--- config.mk ---
export PLATFORM = sky130hd
export DESIGN_NAME = operand_stage
export DESIGN_NICKNAME = d
export VERILOG_FILES = /design/src/rtl/operand_stage.sv
export SDC_FILE = /design/constraint.sdc
export NUM_CORES = 1
export LEC_CHECK = 0
export BUFFER_PORTS_ARGS = -buffer_cell sky130_fd_sc_hd__buf_2
export CAP_MARGIN = 40
export CELL_PAD_IN_SITES_DETAIL_PLACEMENT = 2
export CELL_PAD_IN_SITES_GLOBAL_PLACEMENT = 2
export CORE_AREA = 2 2 99 101
export DETAILED_ROUTE_END_ITERATION = 12
export DIE_AREA = 0 0 101 103
export PLACE_DENSITY = 0.85
export SLEW_MARGIN = 20
export SYNTH_ARGS = -nofsm -noshare
export SYNTH_HDL_FRONTEND = slang
export SYNTH_SLANG_ARGS = --single-unit
export TNS_END_PERCENT = 10
--- constraint.sdc ---
create_clock -name clk -period 2 [get_ports clk]
set_input_delay 0.3 -clock clk [delete_from_list [all_inputs] [get_ports clk]]
set_output_delay 0.3 -clock clk [all_outputs]
set_load 0.01 [all_outputs]
--- src/rtl/operand_stage.sv ---
// Register-read and issue stage: small register file with write-back bypass,
// pending-write scoreboard interlock and a valid/ready output register.
module operand_stage #(
  parameter int DATA_W    = 8,
  parameter int REG_COUNT = 4,
  parameter int ADDR_W    = 2
) (
  input  logic              clk,
  input  logic              rst,
  input  logic              in_valid,
  output logic              in_ready,
  input  logic [ADDR_W-1:0] in_rs,
  input  logic [ADDR_W-1:0] in_rt,
  input  logic [ADDR_W-1:0] in_rd,
  input  logic              in_wen,
  input  logic [DATA_W-1:0] in_imm,
  input  logic              in_use_imm,
  output logic              out_valid,
  input  logic              out_ready,
  output logic [DATA_W-1:0] out_a,
  output logic [DATA_W-1:0] out_b,
  output logic [DATA_W-1:0] out_imm,
  output logic              out_alu_src,
  output logic [ADDR_W-1:0] out_rd,
  output logic              out_wen,
  input  logic              wb_en,
  input  logic [ADDR_W-1:0] wb_addr,
  input  logic [DATA_W-1:0] wb_data,
  input  logic              flush
);

  logic [DATA_W-1:0]    regs_q [REG_COUNT];
  logic [REG_COUNT-1:0] pend_q, pend_d;

  logic              out_valid_q, out_valid_d;
  logic [DATA_W-1:0] out_a_q, out_a_d;
  logic [DATA_W-1:0] out_b_q, out_b_d;
  logic [DATA_W-1:0] out_imm_q, out_imm_d;
  logic              out_src_q, out_src_d;
  logic [ADDR_W-1:0] out_rd_q, out_rd_d;
  logic              out_wen_q, out_wen_d;

  logic              hit_a, hit_b, hit_d;
  logic [DATA_W-1:0] rd_a, rd_b;
  logic              haz_a, haz_b, haz_d, hazard;
  logic              accept;

  assign hit_a = wb_en && (wb_addr == in_rs);
  assign hit_b = wb_en && (wb_addr == in_rt);
  assign hit_d = wb_en && (wb_addr == in_rd);

  // r0 is hardwired to zero even when a write-back targets it
  assign rd_a = (in_rs == '0) ? '0 : (hit_a ? wb_data : regs_q[in_rs]);
  assign rd_b = (in_rt == '0) ? '0 : (hit_b ? wb_data : regs_q[in_rt]);

  assign haz_a = (in_rs != '0) && pend_q[in_rs] && !hit_a;
  assign haz_b = !in_use_imm && (in_rt != '0) && pend_q[in_rt] && !hit_b;
  assign haz_d = in_wen && (in_rd != '0) && pend_q[in_rd] && !hit_d;
  assign hazard = haz_a || haz_b || haz_d;

  assign in_ready = !rst && !flush && !hazard
                    && (!out_valid_q || out_ready);
  assign accept   = in_valid && in_ready;

  always_comb begin
    pend_d = pend_q;
    if (wb_en) pend_d[wb_addr] = 1'b0;
    if (flush && out_valid_q && out_wen_q) pend_d[out_rd_q] = 1'b0;
    // a new writer's set takes priority over a same-cycle clear
    if (accept && in_wen) pend_d[in_rd] = 1'b1;
    pend_d[0] = 1'b0;
  end

  always_comb begin
    out_valid_d = out_valid_q;
    out_a_d     = out_a_q;
    out_b_d     = out_b_q;
    out_imm_d   = out_imm_q;
    out_src_d   = out_src_q;
    out_rd_d    = out_rd_q;
    out_wen_d   = out_wen_q;
    if (accept) begin
      out_valid_d = 1'b1;
      out_a_d     = rd_a;
      out_b_d     = rd_b;
      out_imm_d   = in_imm;
      out_src_d   = in_use_imm;
      out_rd_d    = in_rd;
      out_wen_d   = in_wen;
    end else if (flush || out_ready) begin
      out_valid_d = 1'b0;
    end
  end

  always_ff @(posedge clk) begin
    if (rst) begin
      for (int i = 0; i < REG_COUNT; i++) regs_q[i] <= '0;
    end else if (wb_en && (wb_addr != '0)) begin
      regs_q[wb_addr] <= wb_data;
    end
  end

  always_ff @(posedge clk) begin
    if (rst) begin
      pend_q      <= '0;
      out_valid_q <= 1'b0;
      out_a_q     <= '0;
      out_b_q     <= '0;
      out_imm_q   <= '0;
      out_src_q   <= 1'b0;
      out_rd_q    <= '0;
      out_wen_q   <= 1'b0;
    end else begin
      pend_q      <= pend_d;
      out_valid_q <= out_valid_d;
      out_a_q     <= out_a_d;
      out_b_q     <= out_b_d;
      out_imm_q   <= out_imm_d;
      out_src_q   <= out_src_d;
      out_rd_q    <= out_rd_d;
      out_wen_q   <= out_wen_d;
    end
  end

  assign out_valid   = out_valid_q;
  assign out_a       = out_a_q;
  assign out_b       = out_b_q;
  assign out_imm     = out_imm_q;
  assign out_alu_src = out_src_q;
  assign out_rd      = out_rd_q;
  assign out_wen     = out_wen_q;

endmodule

==> out/summary.txt <==
Period utilisation layout -> 0.975
Routed WL -> 11300 um
Critical Path RT -> 1.70 ns
Leak -> 1.59 nW
Detail Placement HPWL -> 7990 um
Max Fclk -> 513 MHz
Remaining antenna violation count -> 0
CP max FO -> 4
Hold Crit Start -> in_imm[2]
Fraction of registers with async set/reset -> 0
CTS Hold Bufs -> 0
Largest net degree at the start of global routing -> 22
GR Overflow Total -> 0
Cell Int Power -> 2.35 mW
Setup tns final -> 0 ns
Die area -> 0.0104 mm2
Die width -> 101 um
Via density -> 5.64
Power Density -> 815 mW/mm2
Finished Core Util -> 0.418
CTS tree -> done
Fin cells -> 478
Clock Power Share -> 0.384
Peak supply drop -> 320 uV
Crit-path cells -> mux2_4 > a32oi_4 > o221ai_4 > nor2_4 > buf_6
WL per Instance -> 23.6 um
Mean post-synth cell area -> 11.2 um2
I/O Pins -> 62
Iter 0 DRT Violations -> 135
Count of final max-slew check failures -> 0
Initial DRT Pass Iterations -> 4
Slew headroom -> 0.596
H-Tree Depth -> 3
Finish-stage setup viols -> 0
Share of cells above drive strength 1 -> 0.368
Commonest non-fill, non-tap cell in the layout -> buf_2
Antenna violations before repair -> 0
Crit path kind -> reg2out
Vias in the first global route -> 2990
CTS Buf Count -> 9
Gate power share -> 0.147
NetSw -> 0.871 mW
Clock slew at reported path FFs -> 0.08 ns
Sink Count -> 64
CTS root buffer -> clkbuf_8
Slowest-stage cell, CP -> dfxtp_4
Number of synthesized flops with an enable pin -> 32
Max Cap Viol -> 0
Die span in y -> 103 um
Global-route wire length before repair -> 17100 um
Distinct cell type count after synthesis -> 49
Top cell type's share of synthesized area -> 0.302
Area grow syn2layout -> 24.4%
DR vias -> 2695
Total global-route track usage -> 0.223
Crit Reg-Reg Startpoint -> pend_q[2]$_SDFF_PP0_
Placed instance area -> 0.00362 mm2
Fin. Hold Viols -> 0
Syn Inst Count -> 283
Synth top area cells -> edfxtp_1 (30%), dfxtp_1 (20%), mux4_2 (5.7%)
Final net count -> 391
Maximum root-to-sink buffer count -> 2
Top FF cell, synth -> edfxtp_1
Site Rows -> 36
Sw frac -> 0.270
Worst-Skew Late Latency -> 0.35 ns
Fin Clk Skew -> 0.0144 ns
Hold crit path type -> in2reg
CP endpoint kind -> primary output
# diodes -> 0
Worst path arrival time -> 1.65 ns
Critical Path Source -> pend_q[2]$_SDFF_PP0_
Final min period -> 1.95 ns
Worst hold slack -> 0.202 ns
Core ar. -> 0.00946 mm2
Synth Cell Area -> 0.00318 mm2
Flop pwr share -> 0.469
Flip-flop and latch count after synthesis -> 64
Number of I/O port buffers -> 61
Residual DRC count -> 0
Initial core utilization -> 0.336
Sequential-to-total area share from yosys stat -> 0.504
Max stage delay on crit path -> 0.36 ns
Gpl congestion -> 0.819
Setup crit start kind -> flip-flop
Warnings from Yosys -> 0
Fin area -> 0.00396 mm2
Placed insts -> 458
Most frequent cells in the layout -> buf_2 (60), edfxtp_1 (32), dfxtp_1 (29)
Outcome -> finished, final reports clean
Cell accounting for the most synthesized area -> edfxtp_1
Slew @ Worst Pin -> 0.604 ns
## stage by stage
step | worst slack [ns] | total power [mW]
floorplan | 0.205 | 1.80
global placement | 0.160 | 1.94
detailed placement | 0.0382 | 1.98
CTS | -0.0288 | 3.25
global route | -0.0331 | 3.35
finish | 0.0509 | 3.22
## final cells by class
| class | instances | area [um2] |
|---|---|---|
| Inverter | 10 | 37.5 |
| Clock buffer | 9 | 124 |
| Timing Repair Buffer | 82 | 507 |
| Sequential cell | 64 | 1610 |
| Clock inverter | 7 | 93.8 |
| Fill cell | 1001 | 5500 |
| Tap cell | 114 | 143 |
| Multi-Input combinational cell | 192 | 1450 |
## final timing paths
path                              to  slack [ns]  cells after the start
max                         in_ready        0.05                      5
min          out_imm[2]$_SDFFE_PP0P_        0.20                      3
min reg2reg  out_imm[2]$_SDFFE_PP0P_        0.49                      2
max reg2reg    out_b[1]$_SDFFE_PP0P_        0.06                      7
## synth_stat cells, drive strengths merged (2+ instances only)
cell type   n
dfxtp      32
edfxtp     32
nor2       21
nand3      19
buf        16
nand2      16
o21ai      14
a21oi      13
o31ai      12
mux2i      11
inv        10
a31o        9
o211ai      9
mux4        8
nor4        8
clkbuf      7
o221ai      7
o22ai       6
xnor2       4
and3        3
mux2        3
nand4       3
nand3b      2
nor2b       2
nor3        2
o21a        2
## flip-flops by register name, summed over array words and instances (netlist names)
name,flops
out_a,8
out_alu_src,1
out_b,8
out_imm,8
out_rd,2
out_valid,1
out_wen,1
pend_q,3
regs_q,32
## layer usage
metal,up-vias,wire length [um],track usage
li1,1230,-,-
met1,1372,4920,0.272
met2,77,5740,0.398
met3,16,403,0.0359
met4,0,201,0.0811
met5,-,0,0
## worst max-delay path, delay by kind of cell, from the launching register on
kind                   cells  cell delay (ns)
buffers and inverters      1             0.10
muxes                      1             0.28
DFF                        1             0.36
AOI/OAI and AO/OA          2             0.41
and+or+nand+nor            1             0.14
## cells by family after synthesis
group,count (synthesis),share of synthesized area
AND/OR/NAND/NOR,80,0.125
buffers and inverters,34,0.0700
AO/OA/AOI/OAI,78,0.183
flip-flops,64,0.504
XOR/XNOR,4,0.0134
multiplexers,22,0.103
other,1,0.00118
## repair_timing
action,CTS,global route
cloned,1,0
gates resized for setup,9,6
pin swaps,2,3
setup endpoints to repair,1,5
hold endpoints to repair,0,0
setup buffers,3,1
## power by group through the flow
stage / registers (mW) / logic [mW] / clock network, mW
floorplan: 1.53 / 0.268 / 0
global placement: 1.53 / 0.417 / 0
detailed placement: 1.54 / 0.441 / 0
CTS: 1.51 / 0.466 / 1.27
global route: 1.52 / 0.509 / 1.33
finish: 1.51 / 0.474 / 1.24
Power figures use the tool's default switching activity.
